**config.mk**
```make
export PLATFORM = sky130hd
export DESIGN_NAME = tron_game_ctrl
export DESIGN_NICKNAME = d
export VERILOG_FILES = /design/src/rtl/tron_game_ctrl.sv
export SDC_FILE = /design/constraint.sdc
export NUM_CORES = 1
export LEC_CHECK = 0
export ABC_AREA = 1
export BUFFER_PORTS_ARGS = -buffer_cell sky130_fd_sc_hd__buf_4
export CAP_MARGIN = 20
export CORE_ASPECT_RATIO = 0.75
export CORE_MARGIN = 4
export CORE_UTILIZATION = 53
export DETAILED_ROUTE_END_ITERATION = 8
export PLACE_DENSITY = 0.72
export SETUP_SLACK_MARGIN = 0.5
export SLEW_MARGIN = 20
export SYNTH_ARGS = -nofsm -noshare
export SYNTH_HDL_FRONTEND = slang
export SYNTH_SLANG_ARGS = --single-unit
```
**constraint.sdc**
```tcl
create_clock -name clk -period 5.8 [get_ports clk]
set_input_delay 0.29 -clock clk [delete_from_list [all_inputs] [get_ports clk]]
set_output_delay 0.29 -clock clk [all_outputs]
set_load 0.01 [all_outputs]
```
**src/rtl/tron_game_ctrl.sv**
```systemverilog
// Two-player Tron match sequencer: tick, heads, directions, crash detection, scores.
// Latency: all outputs registered; a deciding tick shows up one clk later.
// Backpressure: none; the renderer must accept a move_tick/round_reset pulse every cycle.
//
// Ports:
//   clk, reset_n            clock, async active-low reset
//   start                   level; low outside idle aborts the match
//   p1_btn, p2_btn          {up,right,down,left} level buttons
//   p1_trail_hit/p2_...     renderer: next cell occupied (sampled at tick)
//   p1_x/p1_y/p2_x/p2_y     head centres; p1_dir/p2_dir 00 up 01 right 10 down 11 left
//   move_tick, round_reset  one-clk strobes to the renderer
//   p1_score, p2_score      round wins; state, last_result for LEDs/SSD
module tron_game_ctrl #(
  parameter int TICK_CYCLES = 524288,
  parameter int STEP        = 20,
  parameter int X_MIN       = 10,
  parameter int X_MAX       = 630,
  parameter int Y_MIN       = 10,
  parameter int Y_MAX       = 470,
  parameter int P1_X0       = 200,
  parameter int P1_Y0       = 200,
  parameter int P2_X0       = 440,
  parameter int P2_Y0       = 280,
  parameter int HOLD_TICKS  = 32,
  parameter int WIN_SCORE   = 10
) (
  input  logic       clk,
  input  logic       reset_n,
  input  logic       start,
  input  logic [3:0] p1_btn,
  input  logic [3:0] p2_btn,
  input  logic       p1_trail_hit,
  input  logic       p2_trail_hit,
  output logic [9:0] p1_x,
  output logic [9:0] p1_y,
  output logic [9:0] p2_x,
  output logic [9:0] p2_y,
  output logic [1:0] p1_dir,
  output logic [1:0] p2_dir,
  output logic       move_tick,
  output logic       round_reset,
  output logic [3:0] p1_score,
  output logic [3:0] p2_score,
  output logic [1:0] state,
  output logic [1:0] last_result
);

  localparam int CW = (TICK_CYCLES > 1) ? $clog2(TICK_CYCLES) : 1;
  localparam int HW = (HOLD_TICKS > 1) ? $clog2(HOLD_TICKS) : 1;
  localparam logic [CW-1:0] TC_LAST   = CW'(TICK_CYCLES - 1);
  localparam logic [HW-1:0] HOLD_LAST = HW'(HOLD_TICKS - 1);
  localparam logic [3:0]    WIN_W     = 4'(WIN_SCORE);

  // Bounds are evaluated in 11 bits so an underflowing 10-bit head cannot look legal.
  localparam logic [10:0] STEP_W  = 11'(STEP);
  localparam logic [10:0] X_LO    = 11'(X_MIN + STEP);
  localparam logic [10:0] Y_LO    = 11'(Y_MIN + STEP);
  localparam logic [10:0] X_MAX_W = 11'(X_MAX);
  localparam logic [10:0] Y_MAX_W = 11'(Y_MAX);

  localparam logic [9:0] P1_X0_W = 10'(P1_X0);
  localparam logic [9:0] P1_Y0_W = 10'(P1_Y0);
  localparam logic [9:0] P2_X0_W = 10'(P2_X0);
  localparam logic [9:0] P2_Y0_W = 10'(P2_Y0);
  localparam logic [1:0] DIR_UP   = 2'b00;
  localparam logic [1:0] DIR_DOWN = 2'b10;

  typedef enum logic [1:0] {
    QI      = 2'b00,
    QGAME_1 = 2'b01,
    QGAME_2 = 2'b10,
    QDONE   = 2'b11
  } state_t;

  state_t        state_q, state_d;
  logic [CW-1:0] cnt_q, cnt_d;
  logic [HW-1:0] hold_q, hold_d;
  logic [9:0]    p1_x_q, p1_x_d, p1_y_q, p1_y_d;
  logic [9:0]    p2_x_q, p2_x_d, p2_y_q, p2_y_d;
  logic [1:0]    p1_dir_q, p1_dir_d, p2_dir_q, p2_dir_d;
  logic [1:0]    p1_pend_q, p1_pend_d, p2_pend_q, p2_pend_d;
  logic [3:0]    p1_score_q, p1_score_d, p2_score_q, p2_score_d;
  logic [1:0]    last_q, last_d;
  logic          move_tick_q, move_tick_d;
  logic          round_reset_q, round_reset_d;

  logic          running, tick, load_start, head_on;
  logic          p1_bv, p2_bv;
  logic [1:0]    p1_bd, p2_bd, p1_pend_eff, p2_pend_eff;
  logic          p1_oob, p2_oob, p1_crash, p2_crash;
  logic [10:0]   p1_nx, p1_ny, p2_nx, p2_ny;

  // One-hot button vector to direction code; bit 2 of the result flags a valid press.
  function automatic logic [2:0] decode_btn(input logic [3:0] b);
    case (b)
      4'b1000: return 3'b100;
      4'b0100: return 3'b101;
      4'b0010: return 3'b110;
      4'b0001: return 3'b111;
      default: return 3'b000;
    endcase
  endfunction

  // Returns {out_of_bounds, next_x, next_y} for one step along d.
  function automatic logic [22:0] next_head(input logic [9:0] x, input logic [9:0] y,
                                            input logic [1:0] d);
    logic [10:0] xw, yw, nx, ny;
    logic        oob;
    xw  = {1'b0, x};
    yw  = {1'b0, y};
    nx  = xw;
    ny  = yw;
    oob = 1'b0;
    case (d)
      2'b00: begin ny = yw - STEP_W; oob = (yw < Y_LO);    end
      2'b01: begin nx = xw + STEP_W; oob = (nx > X_MAX_W); end
      2'b10: begin ny = yw + STEP_W; oob = (ny > Y_MAX_W); end
      default: begin nx = xw - STEP_W; oob = (xw < X_LO);  end
    endcase
    return {oob, nx, ny};
  endfunction

  always_comb begin
    state_d       = state_q;
    cnt_d         = cnt_q;
    hold_d        = hold_q;
    p1_x_d        = p1_x_q;
    p1_y_d        = p1_y_q;
    p2_x_d        = p2_x_q;
    p2_y_d        = p2_y_q;
    p1_dir_d      = p1_dir_q;
    p2_dir_d      = p2_dir_q;
    p1_pend_d     = p1_pend_q;
    p2_pend_d     = p2_pend_q;
    p1_score_d    = p1_score_q;
    p2_score_d    = p2_score_q;
    last_d        = last_q;
    move_tick_d   = 1'b0;
    round_reset_d = 1'b0;
    load_start    = 1'b0;

    running = (state_q == QGAME_1) || (state_q == QGAME_2);
    tick    = running && (cnt_q == TC_LAST);

    // A press this cycle competes with the pending value; reversal is judged
    // against the committed direction, not the pending one.
    {p1_bv, p1_bd} = decode_btn(p1_btn);
    {p2_bv, p2_bd} = decode_btn(p2_btn);
    p1_pend_eff = (p1_bv && (p1_bd != (p1_dir_q ^ 2'b10))) ? p1_bd : p1_pend_q;
    p2_pend_eff = (p2_bv && (p2_bd != (p2_dir_q ^ 2'b10))) ? p2_bd : p2_pend_q;

    {p1_oob, p1_nx, p1_ny} = next_head(p1_x_q, p1_y_q, p1_pend_eff);
    {p2_oob, p2_nx, p2_ny} = next_head(p2_x_q, p2_y_q, p2_pend_eff);

    head_on = ({p1_nx, p1_ny} == {p2_nx, p2_ny}) ||
              (({p1_nx, p1_ny} == {1'b0, p2_x_q, 1'b0, p2_y_q}) &&
               ({p2_nx, p2_ny} == {1'b0, p1_x_q, 1'b0, p1_y_q}));
    p1_crash = p1_oob | p1_trail_hit | head_on;
    p2_crash = p2_oob | p2_trail_hit | head_on;

    if (running) begin
      cnt_d = tick ? '0 : cnt_q + CW'(1);
    end

    case (state_q)
      QI: begin
        if (start) begin
          state_d       = QGAME_1;
          load_start    = 1'b1;
          round_reset_d = 1'b1;
        end
      end
      QGAME_1: begin
        p1_pend_d = p1_pend_eff;
        p2_pend_d = p2_pend_eff;
        if (tick) begin
          p1_dir_d = p1_pend_eff;
          p2_dir_d = p2_pend_eff;
          if (!p1_crash && !p2_crash) begin
            p1_x_d      = p1_nx[9:0];
            p1_y_d      = p1_ny[9:0];
            p2_x_d      = p2_nx[9:0];
            p2_y_d      = p2_ny[9:0];
            move_tick_d = 1'b1;
          end else begin
            state_d = QGAME_2;
            if (p1_crash && p2_crash) begin
              last_d = 2'b11;
            end else if (p1_crash) begin
              last_d = 2'b10;
              if (p2_score_q != WIN_W) p2_score_d = p2_score_q + 4'd1;
            end else begin
              last_d = 2'b01;
              if (p1_score_q != WIN_W) p1_score_d = p1_score_q + 4'd1;
            end
          end
        end
      end
      QGAME_2: begin
        if (tick) begin
          if (hold_q == HOLD_LAST) begin
            if ((p1_score_q == WIN_W) || (p2_score_q == WIN_W)) begin
              state_d = QDONE;
            end else begin
              state_d       = QGAME_1;
              load_start    = 1'b1;
              round_reset_d = 1'b1;
            end
          end else begin
            hold_d = hold_q + HW'(1);
          end
        end
      end
      default: ;
    endcase

    // Abort beats anything the tick decided above, including a move.
    if ((state_q != QI) && !start) begin
      state_d       = QI;
      p1_score_d    = 4'd0;
      p2_score_d    = 4'd0;
      last_d        = 2'b00;
      load_start    = 1'b1;
      round_reset_d = 1'b1;
      move_tick_d   = 1'b0;
    end

    if (load_start) begin
      p1_x_d    = P1_X0_W;
      p1_y_d    = P1_Y0_W;
      p2_x_d    = P2_X0_W;
      p2_y_d    = P2_Y0_W;
      p1_dir_d  = DIR_UP;
      p2_dir_d  = DIR_DOWN;
      p1_pend_d = DIR_UP;
      p2_pend_d = DIR_DOWN;
    end

    if (state_d != state_q) begin
      cnt_d  = '0;
      hold_d = '0;
    end
  end

  always_ff @(posedge clk or negedge reset_n) begin
    if (!reset_n) begin
      state_q       <= QI;
      cnt_q         <= '0;
      hold_q        <= '0;
      p1_x_q        <= P1_X0_W;
      p1_y_q        <= P1_Y0_W;
      p2_x_q        <= P2_X0_W;
      p2_y_q        <= P2_Y0_W;
      p1_dir_q      <= DIR_UP;
      p2_dir_q      <= DIR_DOWN;
      p1_pend_q     <= DIR_UP;
      p2_pend_q     <= DIR_DOWN;
      p1_score_q    <= 4'd0;
      p2_score_q    <= 4'd0;
      last_q        <= 2'b00;
      move_tick_q   <= 1'b0;
      round_reset_q <= 1'b0;
    end else begin
      state_q       <= state_d;
      cnt_q         <= cnt_d;
      hold_q        <= hold_d;
      p1_x_q        <= p1_x_d;
      p1_y_q        <= p1_y_d;
      p2_x_q        <= p2_x_d;
      p2_y_q        <= p2_y_d;
      p1_dir_q      <= p1_dir_d;
      p2_dir_q      <= p2_dir_d;
      p1_pend_q     <= p1_pend_d;
      p2_pend_q     <= p2_pend_d;
      p1_score_q    <= p1_score_d;
      p2_score_q    <= p2_score_d;
      last_q        <= last_d;
      move_tick_q   <= move_tick_d;
      round_reset_q <= round_reset_d;
    end
  end

  assign p1_x        = p1_x_q;
  assign p1_y        = p1_y_q;
  assign p2_x        = p2_x_q;
  assign p2_y        = p2_y_q;
  assign p1_dir      = p1_dir_q;
  assign p2_dir      = p2_dir_q;
  assign move_tick   = move_tick_q;
  assign round_reset = round_reset_q;
  assign p1_score    = p1_score_q;
  assign p2_score    = p2_score_q;
  assign state       = state_q;
  assign last_result = last_q;

endmodule

```
==> results.json <==
{
  "synth_edf_count": 0,
  "core_area_sq_um": 13930,
  "rr_worst_depth": 17,
  "cp-start-kind": "flop",
  "yosysUniqueCellTypes": 51,
  "insertedDiodeCount": 0,
  "hp-class": "input port to async pin",
  "antenna_left": 0,
  "antenna_found_initial": 0,
  "yosys.area_share.simple_pct": 47.38,
  "drv_cap": 0,
  "r2r_end": "p1_x[6]$_DFFE_PN1P_",
  "avgSynthCellArea_sq_um": 6.466,
  "worstReg2RegStart": "p1_dir[1]$_DFFE_PN0P_",
  "fin_crit_ps": 4316,
  "num_vias": 8272,
  "tritoncts": "yes",
  "critical_path_class": "flop to flop",
  "clk_latency_ps": 350,
  "first_iter_violations": 1095,
  "io_buffers": 62,
  "p_leak_nw": 4.402,
  "synth_top_family_by_area": "simple AND/OR/NAND/NOR gates",
  "clkTransAtPathRegs_ps": 70,
  "tightest_slew_ps": 850.8,
  "pre_cts_slack_ps": 1318,
  "critPathArrivalTime_ps": 4570,
  "drt-wirelength-per-cell_microns": 16.76,
  "synth_top_area_share_pct": 20.30,
  "yosys.area.top_type": "dfrtp_1",
  "yosysSeqAreaShare_pct": 25.80,
  "fin_crit_sh_pct": 74.41,
  "synth-warning-count": 0,
  "powerDensity_nw_per_um2": 381.2,
  "ios": 71,
  "drt_pre_antenna_iters": 6,
  "routed_wl_microns": 23920,
  "grt_start_max_net_pins": 55,
  "grt_pass1_vias": 7133,
  "synthMuxAreaShare_pct": 0.2620,
  "grt_overflow_total": 0,
  "fin_ws_ps": 1484,
  "initial_core_util_pct": 54.84,
  "yosys.area_share.adder_pct": 3.111,
  "synth_flop_cell": "dfrtp_1",
  "synth_xor_area_share_pct": 5.616,
  "gp_congestion": 1.026,
  "synthTopCellsByArea": "dfrtp_1 20%, nand2_1 18%, nand3_1 8.6%",
  "busiest_layer": "met1",
  "drv_slew": 0,
  "grt.total_usage_pct": 28.99,
  "synthCells": 1182,
  "ctsHoldBuffers": 1,
  "cp.required_ps": 6060,
  "clockBufferDepth": 2,
  "dieArea_sq_um": 16420,
  "die_y_microns": 112.0,
  "postCtsSetupBuffers": 0,
  "post_dp_cell_area_sq_um": 8110,
  "h-tree-depth": 3,
  "endpoint_kind": "flop",
  "syn_area_sq_um": 7642,
  "slew_headroom_pct": 43.07,
  "drive_gt1_share_pct": 14.37,
  "fin_nets": 1259,
  "use_met2_pct": 39.06,
  "rows": 37,
  "ys_ff_latch": 78,
  "status": "finished, final reports clean",
  "tns_ps": 0,
  "cts_inserted_buffers": 9,
  "async_reset_ff_share_pct": 100.0,
  "dp_hpwl_microns": 18090,
  "rsz0062_at_grt": "no",
  "hold_viol_final": 0,
  "design_area_sq_um": 8452,
  "r2r_setup_slack_ps": 1480,
  "fmax_ghz": 0.2317,
  "peakVddDrop_v": 0.0003177,
  "setup_viol": 0,
  "grt_util_met1_pct": 46.26,
  "cts_resized": 0,
  "die_x_microns": 146.7,
  "viasPerCell": 5.797,
  "grt_first_pass_wirelength_microns": 38680,
  "area_delta_synth_final_pct": 10.59,
  "cts_root_buffer": "clkbuf_16",
  "grt_use_met3_pct": 6.794,
  "synth_compound_area_share_pct": 7.547,
  "drc": 0,
  "finClkSkew_ps": 7.240,
  "cts_sinks": 78,
  "crit_fanout": 41
}
## worst max-delay path by stage
stage               slack [ps]  depth (start not counted)                    end             startpoint
floorplan                 2790                         24  cnt_q[10]$_DFFE_PN0P_    p1_x[3]$_DFFE_PN1P_
global placement          1490                         19    p1_y[6]$_DFFE_PN1P_              p1_btn[3]
detailed placement        1320                         19    p2_y[3]$_DFFE_PN1P_              p1_btn[3]
CTS                       1570                         17    p2_y[3]$_DFFE_PN1P_  p1_dir[1]$_DFFE_PN0P_
global route              1170                         17    p2_x[3]$_DFFE_PN1P_  p1_dir[1]$_DFFE_PN0P_
finish                    1480                         17    p1_x[6]$_DFFE_PN1P_  p1_dir[1]$_DFFE_PN0P_
## final cells by class
type                    count  area [sq um]
fillers                  1379          5483
repair buffers             65         490.5
well taps                 195         244.0
inverters                 133         499.2
flip-flops and latches     78          1972
clock inverters             6         92.59
clock buffers              10         239.0
multi-input cells         940          4915
## per-layer routing
metal,vias to the layer above,share of wire (%)
met5,-,0
met4,0,1.8
met3,41,11
met2,459,40
met1,3790,47
li1,3982,-
## synthesized netlist by cell type, drive strengths merged (4+ instances only)
| cell type | n |
|---|---|
| nand2 | 395 |
| nand3 | 146 |
| inv | 129 |
| nor2 | 106 |
| nand4 | 67 |
| dfrtp | 62 |
| o21ai | 54 |
| xor2 | 41 |
| buf | 32 |
| ha | 19 |
| a21oi | 18 |
| dfstp | 16 |
| nor3 | 16 |
| o22ai | 14 |
| or2 | 10 |
| nor4 | 9 |
| xnor2 | 8 |
| nand3b | 7 |
| clkbuf | 6 |
| o31ai | 5 |
| clkinv | 4 |
| o211ai | 4 |
## power by group
| part | switching, W | internal [W] | total [W] | leakage [nW] |
|---|---|---|---|---|
| registers | 0.000132 | 0.000664 | 0.000796 | 1.01 |
| logic | 0.00125 | 0.000531 | 0.00178 | 3.23 |
| clock network | 0.000253 | 0.000391 | 0.000645 | 0.155 |
| total | 0.00164 | 0.00159 | 0.00322 | 4.40 |
## through the flow
stage / power [W] / std cells / hold WS [ps] / utilization, %
global route: 0.003455 / 1427 / 410.4 / 60.65
global placement: 0.002518 / 1410 / 227.6 / 58.20
CTS: 0.003172 / 1427 / 406.9 / 60.65
detailed placement: 0.002517 / 1410 / 230.1 / 58.20
floorplan: 0.002053 / 1189 / -5.591 / -
finish: 0.003222 / 1427 / 383.7 / 60.65
## registers in the layout, summed over array words and instances, names as in the netlist
register	cells
move_tick	1
round_reset	1
p2_x	8
hold_q	5
p1_x	8
p1_score	4
cnt_q	19
p2_score	4
p1_y	8
state	2
p1_pend_q	2
p2_dir	2
p2_y	8
last_result	2
p1_dir	2
p2_pend_q	2
## worst max-delay path, stage by stage, from the launching register on
cell     delay, ps
dfrtp_1        400
inv_1           60
nand4_1         90
nand2_1         90
nand2_4        110
nand2_4         60
nand2_2        120
nand2_1        480
nand2_1        420
o21ai_0        170
nor2_1         170
o31ai_1         90
a21oi_1        360
nand4_2        250
or3_1          400
nand2_2        610
o21ai_0        190
o21ai_0        120
## cells by family (layout without fill, tap and decap cells)
| kind of cell | count (synthesis) | in the layout |
|---|---|---|
| flops | 78 | 78 |
| fa+ha+maj | 19 | 19 |
| other cells | 1 | 8 |
| buf+inv | 171 | 214 |
| xor+xnor | 49 | 49 |
| mux | 2 | 2 |
| compound gates | 101 | 101 |
| simple gates | 761 | 761 |
## placed cells by master (no fill, tap or decap), types with 2 or more instances in the layout
cell	count
mux2i_1	2
conb_1	8
o31ai_1	5
nor2_1	96
nor3_1	14
a31oi_1	2
xor2_1	41
bufinv_16	2
nand2_2	16
nand4_1	66
or2_2	9
clkbuf_16	9
o21ai_2	2
o21ai_0	50
inv_2	12
ha_1	19
o22ai_1	14
clkinvlp_4	2
nand2_1	368
inv_1	117
nor2_2	5
nor2_4	3
o211ai_1	3
a21oi_1	18
dfstp_2	16
o21ai_1	2
buf_4	64
nor3b_1	2
dfrtp_1	62
nand3_1	131
nand3_2	15
nor4_1	8
xnor2_1	8
nor2_8	2
nand3b_1	7
clkinv_1	4
nand2_4	10
nor3_2	2
(Power assumes the default switching activity.)
